==> config.mk <==
export PLATFORM = sky130hd
export DESIGN_NAME = fmul_issue_ctrl
export DESIGN_NICKNAME = d
export VERILOG_FILES = /design/src/rtl/fmul_issue_ctrl.sv
export SDC_FILE = /design/constraint.sdc
export NUM_CORES = 1
export LEC_CHECK = 0
export CAP_MARGIN = 10
export CORE_ASPECT_RATIO = 0.7
export CORE_MARGIN = 10
export CORE_UTILIZATION = 41
export CTS_BUF_LIST = sky130_fd_sc_hd__clkbuf_4 sky130_fd_sc_hd__clkbuf_8
export DETAILED_ROUTE_END_ITERATION = 12
export GPL_ROUTABILITY_DRIVEN = 1
export PLACE_DENSITY_LB_ADDON = 0.08
export RECOVER_POWER = 50
export SLEW_MARGIN = 5
export SYNTH_ARGS = -nofsm -noshare
export SYNTH_HDL_FRONTEND = slang
export SYNTH_SLANG_ARGS = --single-unit
==> constraint.sdc <==
create_clock -name i_clk -period 1.85 [get_ports i_clk]
set_input_delay 0.37 -clock i_clk [delete_from_list [all_inputs] [get_ports i_clk]]
set_output_delay 0.37 -clock i_clk [all_outputs]
set_load 0.03 [all_outputs]
==> src/rtl/fmul_issue_ctrl.sv <==
// Issue/capture controller in front of a multi-cycle FP multiplier: latches operands,
// pulses start, waits out the fixed latency and buffers one tagged product.
module fmul_issue_ctrl #(
  parameter int unsigned LATENCY = 36,
  parameter int unsigned TAG_W   = 4
) (
  input  logic             i_clk,
  input  logic             i_rst,
  input  logic             i_op_valid,
  output logic             o_op_ready,
  input  logic [31:0]      i_op_a,
  input  logic [31:0]      i_op_b,
  input  logic [TAG_W-1:0] i_op_tag,
  output logic [31:0]      o_mul_a,
  output logic [31:0]      o_mul_b,
  output logic             o_mul_start,
  input  logic [31:0]      i_mul_res,
  output logic             o_res_valid,
  input  logic             i_res_ready,
  output logic [31:0]      o_res,
  output logic [TAG_W-1:0] o_res_tag,
  output logic             o_busy
);

  typedef enum logic [1:0] {
    IDLE  = 2'd0,
    START = 2'd1,
    RUN   = 2'd2,
    DONE  = 2'd3
  } state_t;

  localparam logic [7:0] LAT_M1 = 8'(LATENCY - 1);

  state_t           r_state;
  state_t           w_state_nxt;
  logic [7:0]       r_cnt;
  logic [7:0]       w_cnt_nxt;
  logic [TAG_W-1:0] r_pend_tag;
  logic [31:0]      r_mul_a;
  logic [31:0]      r_mul_b;
  logic             r_mul_start;
  logic [31:0]      r_res;
  logic [TAG_W-1:0] r_res_tag;
  logic             r_res_valid;
  logic             w_accept;
  logic             w_capture;

  // Next-state, counter and accept/capture decode
  always_comb begin
    w_state_nxt = r_state;
    w_cnt_nxt   = r_cnt;
    w_accept    = 1'b0;
    w_capture   = 1'b0;
    case (r_state)
      IDLE: begin
        if (i_op_valid) begin
          w_accept    = 1'b1;
          w_state_nxt = START;
        end else begin
          w_state_nxt = IDLE;
        end
      end
      START: begin
        w_cnt_nxt   = LAT_M1;
        w_state_nxt = RUN;
      end
      RUN: begin
        if (r_cnt != 8'd0) begin
          w_cnt_nxt = r_cnt - 8'd1;
        end else begin
          w_state_nxt = DONE;
        end
      end
      DONE: begin
        // Output slot is free, or is being emptied this very cycle
        if (!r_res_valid || i_res_ready) begin
          w_capture   = 1'b1;
          w_state_nxt = IDLE;
        end else begin
          w_state_nxt = DONE;
        end
      end
      default: begin
        w_state_nxt = IDLE;
      end
    endcase
  end

  // State and latency counter
  always_ff @(posedge i_clk) begin
    if (i_rst) begin
      r_state <= IDLE;
      r_cnt   <= 8'd0;
    end else begin
      r_state <= w_state_nxt;
      r_cnt   <= w_cnt_nxt;
    end
  end

  // Operand hold, start strobe and one-deep result buffer
  always_ff @(posedge i_clk) begin
    if (i_rst) begin
      r_mul_a     <= 32'd0;
      r_mul_b     <= 32'd0;
      r_pend_tag  <= '0;
      r_mul_start <= 1'b0;
      r_res       <= 32'd0;
      r_res_tag   <= '0;
      r_res_valid <= 1'b0;
    end else begin
      r_mul_start <= w_accept;
      if (w_accept) begin
        r_mul_a    <= i_op_a;
        r_mul_b    <= i_op_b;
        r_pend_tag <= i_op_tag;
      end
      if (w_capture) begin
        r_res       <= i_mul_res;
        r_res_tag   <= r_pend_tag;
        r_res_valid <= 1'b1;
      end else if (r_res_valid && i_res_ready) begin
        r_res_valid <= 1'b0;
      end
    end
  end

  assign o_op_ready  = (r_state == IDLE);
  assign o_busy      = (r_state != IDLE);
  assign o_mul_a     = r_mul_a;
  assign o_mul_b     = r_mul_b;
  assign o_mul_start = r_mul_start;
  assign o_res       = r_res;
  assign o_res_tag   = r_res_tag;
  assign o_res_valid = r_res_valid;

endmodule

==> results of run 1 <==
sequential cells by signal, indices dropped and copies added, names as in the netlist:
name         count
o_mul_a         32
o_mul_b         32
o_res           32
r_pend_tag       4
o_res_tag        4
r_state          2
o_mul_start      1
r_cnt            8
o_res_valid      1
how the worst max path moves through the flow:
| stage | slack [ps] | cells after the start | end | start |
|---|---|---|---|---|
| detailed placement | 90 | 7 | o_mul_b[9] | r_state[0] |
| global placement | 110 | 5 | r_cnt[6] | r_cnt[0] |
| finish | 30 | 1 | o_res[12] | o_res[12] |
| global route | -8 | 1 | o_mul_a[18] | o_mul_a[18] |
| CTS | 0.2 | 1 | o_mul_b[9] | o_mul_b[9] |
| floorplan | 0.2 | 8 | o_mul_a[10] | r_state[0] |
logic make-up (layout without fill, tap and decap cells):
kind of cell	Yosys count	count (layout)
multiplexers	1	1
AO/OA/AOI/OAI	123	123
flip-flops	116	116
adder cells (fa/ha/maj)	1	1
buffers and inverters	41	260
AND/OR/NAND/NOR	246	246
XOR/XNOR	1	1
area by class of cell:
class	count	area, um^2	area share
clock buffer	20	269	0.0418
multi-input combinational	372	1690	0.263
timing repair buffer	224	1860	0.290
inverter	5	18.8	0.00292
tap	128	160	0.0249
clock inverter	11	110	0.0171
sequential	116	2320	0.361
layer usage:
metal,vias up,track usage,wire [um]
met4,0,0.0809,193
li1,2141,-,-
met3,16,0.105,1720
met5,-,0,0
met1,1949,0.193,5630
met2,161,0.292,6630
what timing repair did:
action,CTS,global route
resized for setup,32,59
buffers inserted,1,0
setup endpoints to repair,29,59
power breakdown:
part           internal [uW]  switching [uW]  leakage, uW
Combinational            890            1350      0.00133
Clock                   1260             996     0.000197
Sequential              2770             176     0.000947
layout by cell type (no fill, tap or decap), types with 3 or more instances in the layout:
master	Yosys	layout
clkbuf_8	0	19
buf_4	0	13
clkbuf_1	30	58
nor2b_1	3	3
nor3_1	5	5
a21oi_1	109	109
inv_1	5	4
dlygate4sd2_1	0	28
buf_12	0	5
clkdlybuf4s50_1	0	119
dfxtp_1	116	115
nand2_1	213	212
nand2b_1	3	3
a31oi_1	3	3
clkinv_2	0	7
nand3_1	3	3
nor2_1	7	7
metrics by stage:
step | power, uW | setup slack [ps] | hold slack, ps
after floorplan | 4310 | 0.179 | 432
after global placement | 5320 | 113 | 437
after detailed placement | 5380 | 85.1 | 444
after CTS | 7630 | 0.188 | 362
after global routing | 7840 | -7.93 | 388
final | 7440 | 29.6 | 380
==> run_results.csv, run 1 <==
group,metric,value,unit
outcome,status,"completed",
min_path,min_path_type,"in2reg",
routing,drt-pass1-iter-count,4,
place,gp_congestion,0.772,
critical_path,max_stage_delay,680,ps
critical_path,arrival,1450,ps
clocking,cts_buffers,17,
clocking,clkTransAtPathRegs,70,ps
die,num_rows,30,
finish,fin_cells,876,
synth,yosys.area_share.adder,0.00301,
synth,synth_top_area_cell,"dfxtp_1",
sta,fin_skew,9.95,ps
critical_path,crit_chain,"clkdlybuf4s50_1",
synth,synth_edf_count,0,
critical_path,crit_type,"reg2out",
synth,synthMuxAreaShare,0.00241,
clocking,cts_root_buf,"clkbuf_8",
synth,synth.most_common_cell,"nand2_1",
grt,grt_pass1_vias,4258,
clocking,cts-hold-fix-buffers,0,
critical_path,r2r_cells,6,
routing,via_per_inst,4.87,
synth,netlist_area,4160,um^2
sta,slew_headroom,0.708,
synth,yosys-top-cells-count,"nand2_1, dfxtp_1, a21oi_1",
die,core_area,9800,um^2
grt,grt_max_degree,44,
synth,synth_top_area_frac,0.558,
synth,synth_top_flop_cell,"dfxtp_1",
synth,synth_simple_gate_area_frac,0.238,
synth,synthTopCellsByArea,"dfxtp_1, nand2_1, a21oi_1, clkbuf_1, buf_2",
synth,async_reset_ff_frac,0,
die,die-area,14600,um^2
sta,fin_crit_sh,0.984,
place,hpwlAfterDp,10.2,mm
synth,synth_cells,529,
clocking,cts_tree,"yes",
critical_path,crit_path_start_kind,"flop",
min_path,hp-start,"i_rst",
sta,hold_viol,0,
routing,routed_wl,14.2,mm
clocking,clockBufferDepth,2,
flow_run,max-cap-violations,0,
finish,n_fill_cell,859,
grt,grt_pass1_wl,21.9,mm
routing,drt_iter0_drc,254,
critical_path,crit_path_top_delay_cell,"clkdlybuf4s50_1",
grt,overflow,0,
power_and_ir_drop,peakVddDrop,0.653,mV
sta,worst_pin_slew,438,ps
place,placedCellCount,844,
finish,nNetsFinal,841,
power_and_ir_drop,p_leak,0.00248,uW
synth,synth_compound_gate_area_share,0.157,
synth,synth_xor_xnor_area_share,0.00211,
die,die_h,104,um
die,ios,208,
finish,drive_gt1_frac,0.0762,
critical_path,reg2reg_slack,130,ps
critical_path,r2r-start,"r_cnt[0]",
synth,ys_seq_elements,116,
routing,ant_nets,0,
power_and_ir_drop,power_density,1160,nW/um^2
synth,ys_types,35,
sta,fmax,0.549,GHz
die,start_util,0.425,
routing,vias,4267,
clocking,htree_levels,4,
critical_path,path_buf_inv,1,
synth,syn_avg_cell_area,7.86,um^2
critical_path,critPathCaptureType,"output pin",
critical_path,cp_max_fo,2,
place,place_area,6430,um^2
critical_path,r2r-end,"r_cnt[1]",
routing,wl_per_cell,16.2,um
synth,ys_seq_area_frac,0.558,
clocking,cts.sinks,116,
sta,period_minus_slack,1820,ps
synth,synth_top_family_by_area,"simple AND/OR/NAND/NOR gates",
synth,ys.warnings.count,0,
finish,fin_util,0.657,
place,io_buffers,207,
synth,synth_nets,634,
sta,setup_viol,0,
critical_path,worstPathRequired,1480,ps
finish,area_growth_syn_to_layout,54.6,%
min_path,worstHoldEndpoint,"o_mul_b[29]",
sta,setup_tns,0,ps
clocking,clkLatencyLatePin,440,ps
grt,antenna_found_initial,0,
sta,final_max_slew_viol_count,0,
min_path,hold_path_depth,2,
routing,drc,0,
grt,grt_use_total,0.183,
finish,diodes,0,
die,die_x,140,um
finish,finalInstanceArea,6430,um^2
critical_path,crit_family,"buffers and inverters",
Note: power is estimated with default switching activity, not from simulation.
==> run 2, diff against run 1 <==
--- a/config.mk
+++ b/config.mk
@@ -12,6 +12,7 @@
 export CTS_BUF_LIST = sky130_fd_sc_hd__clkbuf_4 sky130_fd_sc_hd__clkbuf_8
 export DETAILED_ROUTE_END_ITERATION = 12
 export GPL_ROUTABILITY_DRIVEN = 1
+export HOLD_SLACK_MARGIN = 0.15
 export PLACE_DENSITY_LB_ADDON = 0.08
 export RECOVER_POWER = 50
 export SLEW_MARGIN = 5
==> constraint.sdc (replaced) <==
create_clock -name i_clk -period 1.85 [get_ports i_clk]
set_input_delay 0.37 -clock i_clk [delete_from_list [all_inputs] [get_ports i_clk]]
set_output_delay 0.37 -clock i_clk [all_outputs]
set_load 0.05 [all_outputs]
==> run 2 against run 1 <==
  * Total power grew 8.1%
  * Hold slack lost 34 ps
  * Cell area shrank 0.95%
  * Flip-flop and latch count unchanged
  * Utilization is 0.63 points lower
  * Sequential power barely moved
  * Worst setup slack better by 45 ps
  * Via count shrank 2.0%
  * Register-to-register slack about the same
  * Clock power is 14% higher
  * Largest cell class unchanged
==> run_results.csv, run 2 (synthesis gave the netlist of run 1 again) <==
group,metric,value,unit
outcome,status,"completed",
finish,area_growth_syn_to_layout,53.2,%
min_path,hp-start,"i_rst",
sta,final_max_slew_viol_count,0,
clocking,clkTransAtPathRegs,80,ps
finish,drive_gt1_frac,0.113,
critical_path,cp_max_fo,11,
routing,via_per_inst,4.78,
die,die_x,140,um
clocking,clockBufferDepth,2,
sta,setup_tns,0,ps
sta,timing.final.ws_setup,74.8,ps
grt,grt_max_degree,41,
grt,overflow,0,
flow_run,max-cap-violations,0,
critical_path,r2r_cells,5,
critical_path,crit_type,"reg2out",
sta,fin_skew,9.97,ps
die,core_area,9800,um^2
routing,vias,4180,
clocking,cts.sinks,116,
sta,period_minus_slack,1780,ps
finish,final_common_cell,"nand2_1",
min_path,min_path_type,"in2reg",
routing,drc,0,
routing,wl_per_cell,15.7,um
grt,grt_use_met1,0.200,
place,hpwlAfterDp,9.85,mm
sta,setup_viol,0,
sta,slew_headroom,0.553,
clocking,cts_root_buf,"clkbuf_8",
finish,regArea,2320,um^2
finish,nNetsFinal,838,
die,die-area,14600,um^2
routing,drt-pass1-iter-count,4,
sta,fmax,0.563,GHz
sta,grt_setup_unrepaired,"no",
finish,n_fill_cell,888,
critical_path,r2r-start,"r_cnt[0]",
grt,grt_pass1_vias,4187,
clocking,cts_buffers,17,
critical_path,worstPathRequired,1480,ps
power_and_ir_drop,p_leak,0.00239,uW
finish,final_cell_mix,"nand2_1, dfxtp_1, a21oi_1",
sta,hold_viol,0,
die,ios,208,
grt,grt-busiest-layer,"met2",
sta,fin_crit_sh,0.960,
min_path,hold_path_depth,2,
power_and_ir_drop,peakVddDrop,0.782,mV
clocking,cts_tree,"yes",
routing,routed_wl,13.7,mm
grt,gr-usage-met2,0.278,
finish,diodes,0,
grt,antenna_found_initial,0,
grt,grt_pass1_wl,21.5,mm
place,io_buffers,207,
grt,grt_use_total,0.179,
grt,met3_usage,0.0940,
sta,worst_pin_slew,670,ps
routing,drt_iter0_drc,204,
critical_path,crit_path_start_kind,"flop",
critical_path,arrival,1410,ps
power_and_ir_drop,power_density,1260,nW/um^2
clocking,cts-hold-fix-buffers,0,
die,num_rows,30,
die,start_util,0.425,
critical_path,critPathCaptureType,"output pin",
place,dp_slack,155,ps
clocking,htree_levels,4,
place,gp_congestion,0.850,
min_path,worstHoldEndpoint,"o_res[30]",
finish,multi_input_area,1690,um^2
critical_path,r2r-end,"r_cnt[4]",
place,placedCellCount,840,
finish,fin_cells,874,
routing,ant_nets,0,
die,die_h,104,um
critical_path,reg2reg_slack,140,ps
clocking,clkLatencyLatePin,420,ps
## run 2: routing by layer
metal | part of all wire | up-vias
li1 | - | 2137
met1 | 0.42 | 1888
met2 | 0.46 | 140
met3 | 0.11 | 15
met4 | 0.014 | 0
met5 | 0 | -
## run 2: power by group
| part | internal (uW) | switching (uW) |
|---|---|---|
| combinational | 892 | 1660 |
| sequential | 2770 | 170 |
| clock | 1510 | 1040 |
| total | 5180 | 2870 |
## run 2: final cells by class
type,count,area share
Timing Repair Buffer,221,0.274
Inverter,5,0.00353
Clock inverter,13,0.0287
Clock buffer,19,0.0401
Tap cell,128,0.0251
Multi-Input combinational cell,372,0.265
Sequential cell,116,0.364
## run 2: metrics by stage
| stage | hold slack (ps) | util | cell area (um^2) | power (uW) |
|---|---|---|---|---|
| 2_1_floorplan | 432 | - | 4170 | 4640 |
| 3_3_place_gp | 438 | 0.632 | 6190 | 5570 |
| 3_5_place_dp | 444 | 0.632 | 6190 | 5620 |
| 4_1_cts | 320 | 0.677 | 6640 | 8210 |
| 5_1_grt | 347 | 0.650 | 6370 | 8470 |
| 6_report | 347 | 0.650 | 6370 | 8050 |
## run 2: worst max-delay path by stage
| stage | start | endpoint | slack [ps] | cells past startpoint |
|---|---|---|---|---|
| floorplan | r_state[0] | o_mul_a[10] | 20 | 8 |
| global route | r_state[0] | o_op_ready | 2 | 4 |
| CTS | r_state[0] | o_op_ready | 20 | 4 |
| detailed placement | r_cnt[0] | r_cnt[4] | 150 | 6 |
| finish | r_state[1] | o_op_ready | 70 | 4 |
| global placement | r_cnt[0] | r_cnt[4] | 170 | 6 |
## run 2: timing repair
item                                    in CTS  in global routing
pin swaps                                    0                  1
gates cloned                                 0                  1
endpoints found under the setup margin       1                  3
buffers inserted                             1                  0
gates resized for setup                      0                  2
endpoints found under the hold margin        0                  0
## run 2: critical path, stage by stage (launching register included)
cell and delay, ps:
dfxtp_1 330, buf_6 140, or2_4 280, clkinvlp_4 100, buf_12 140
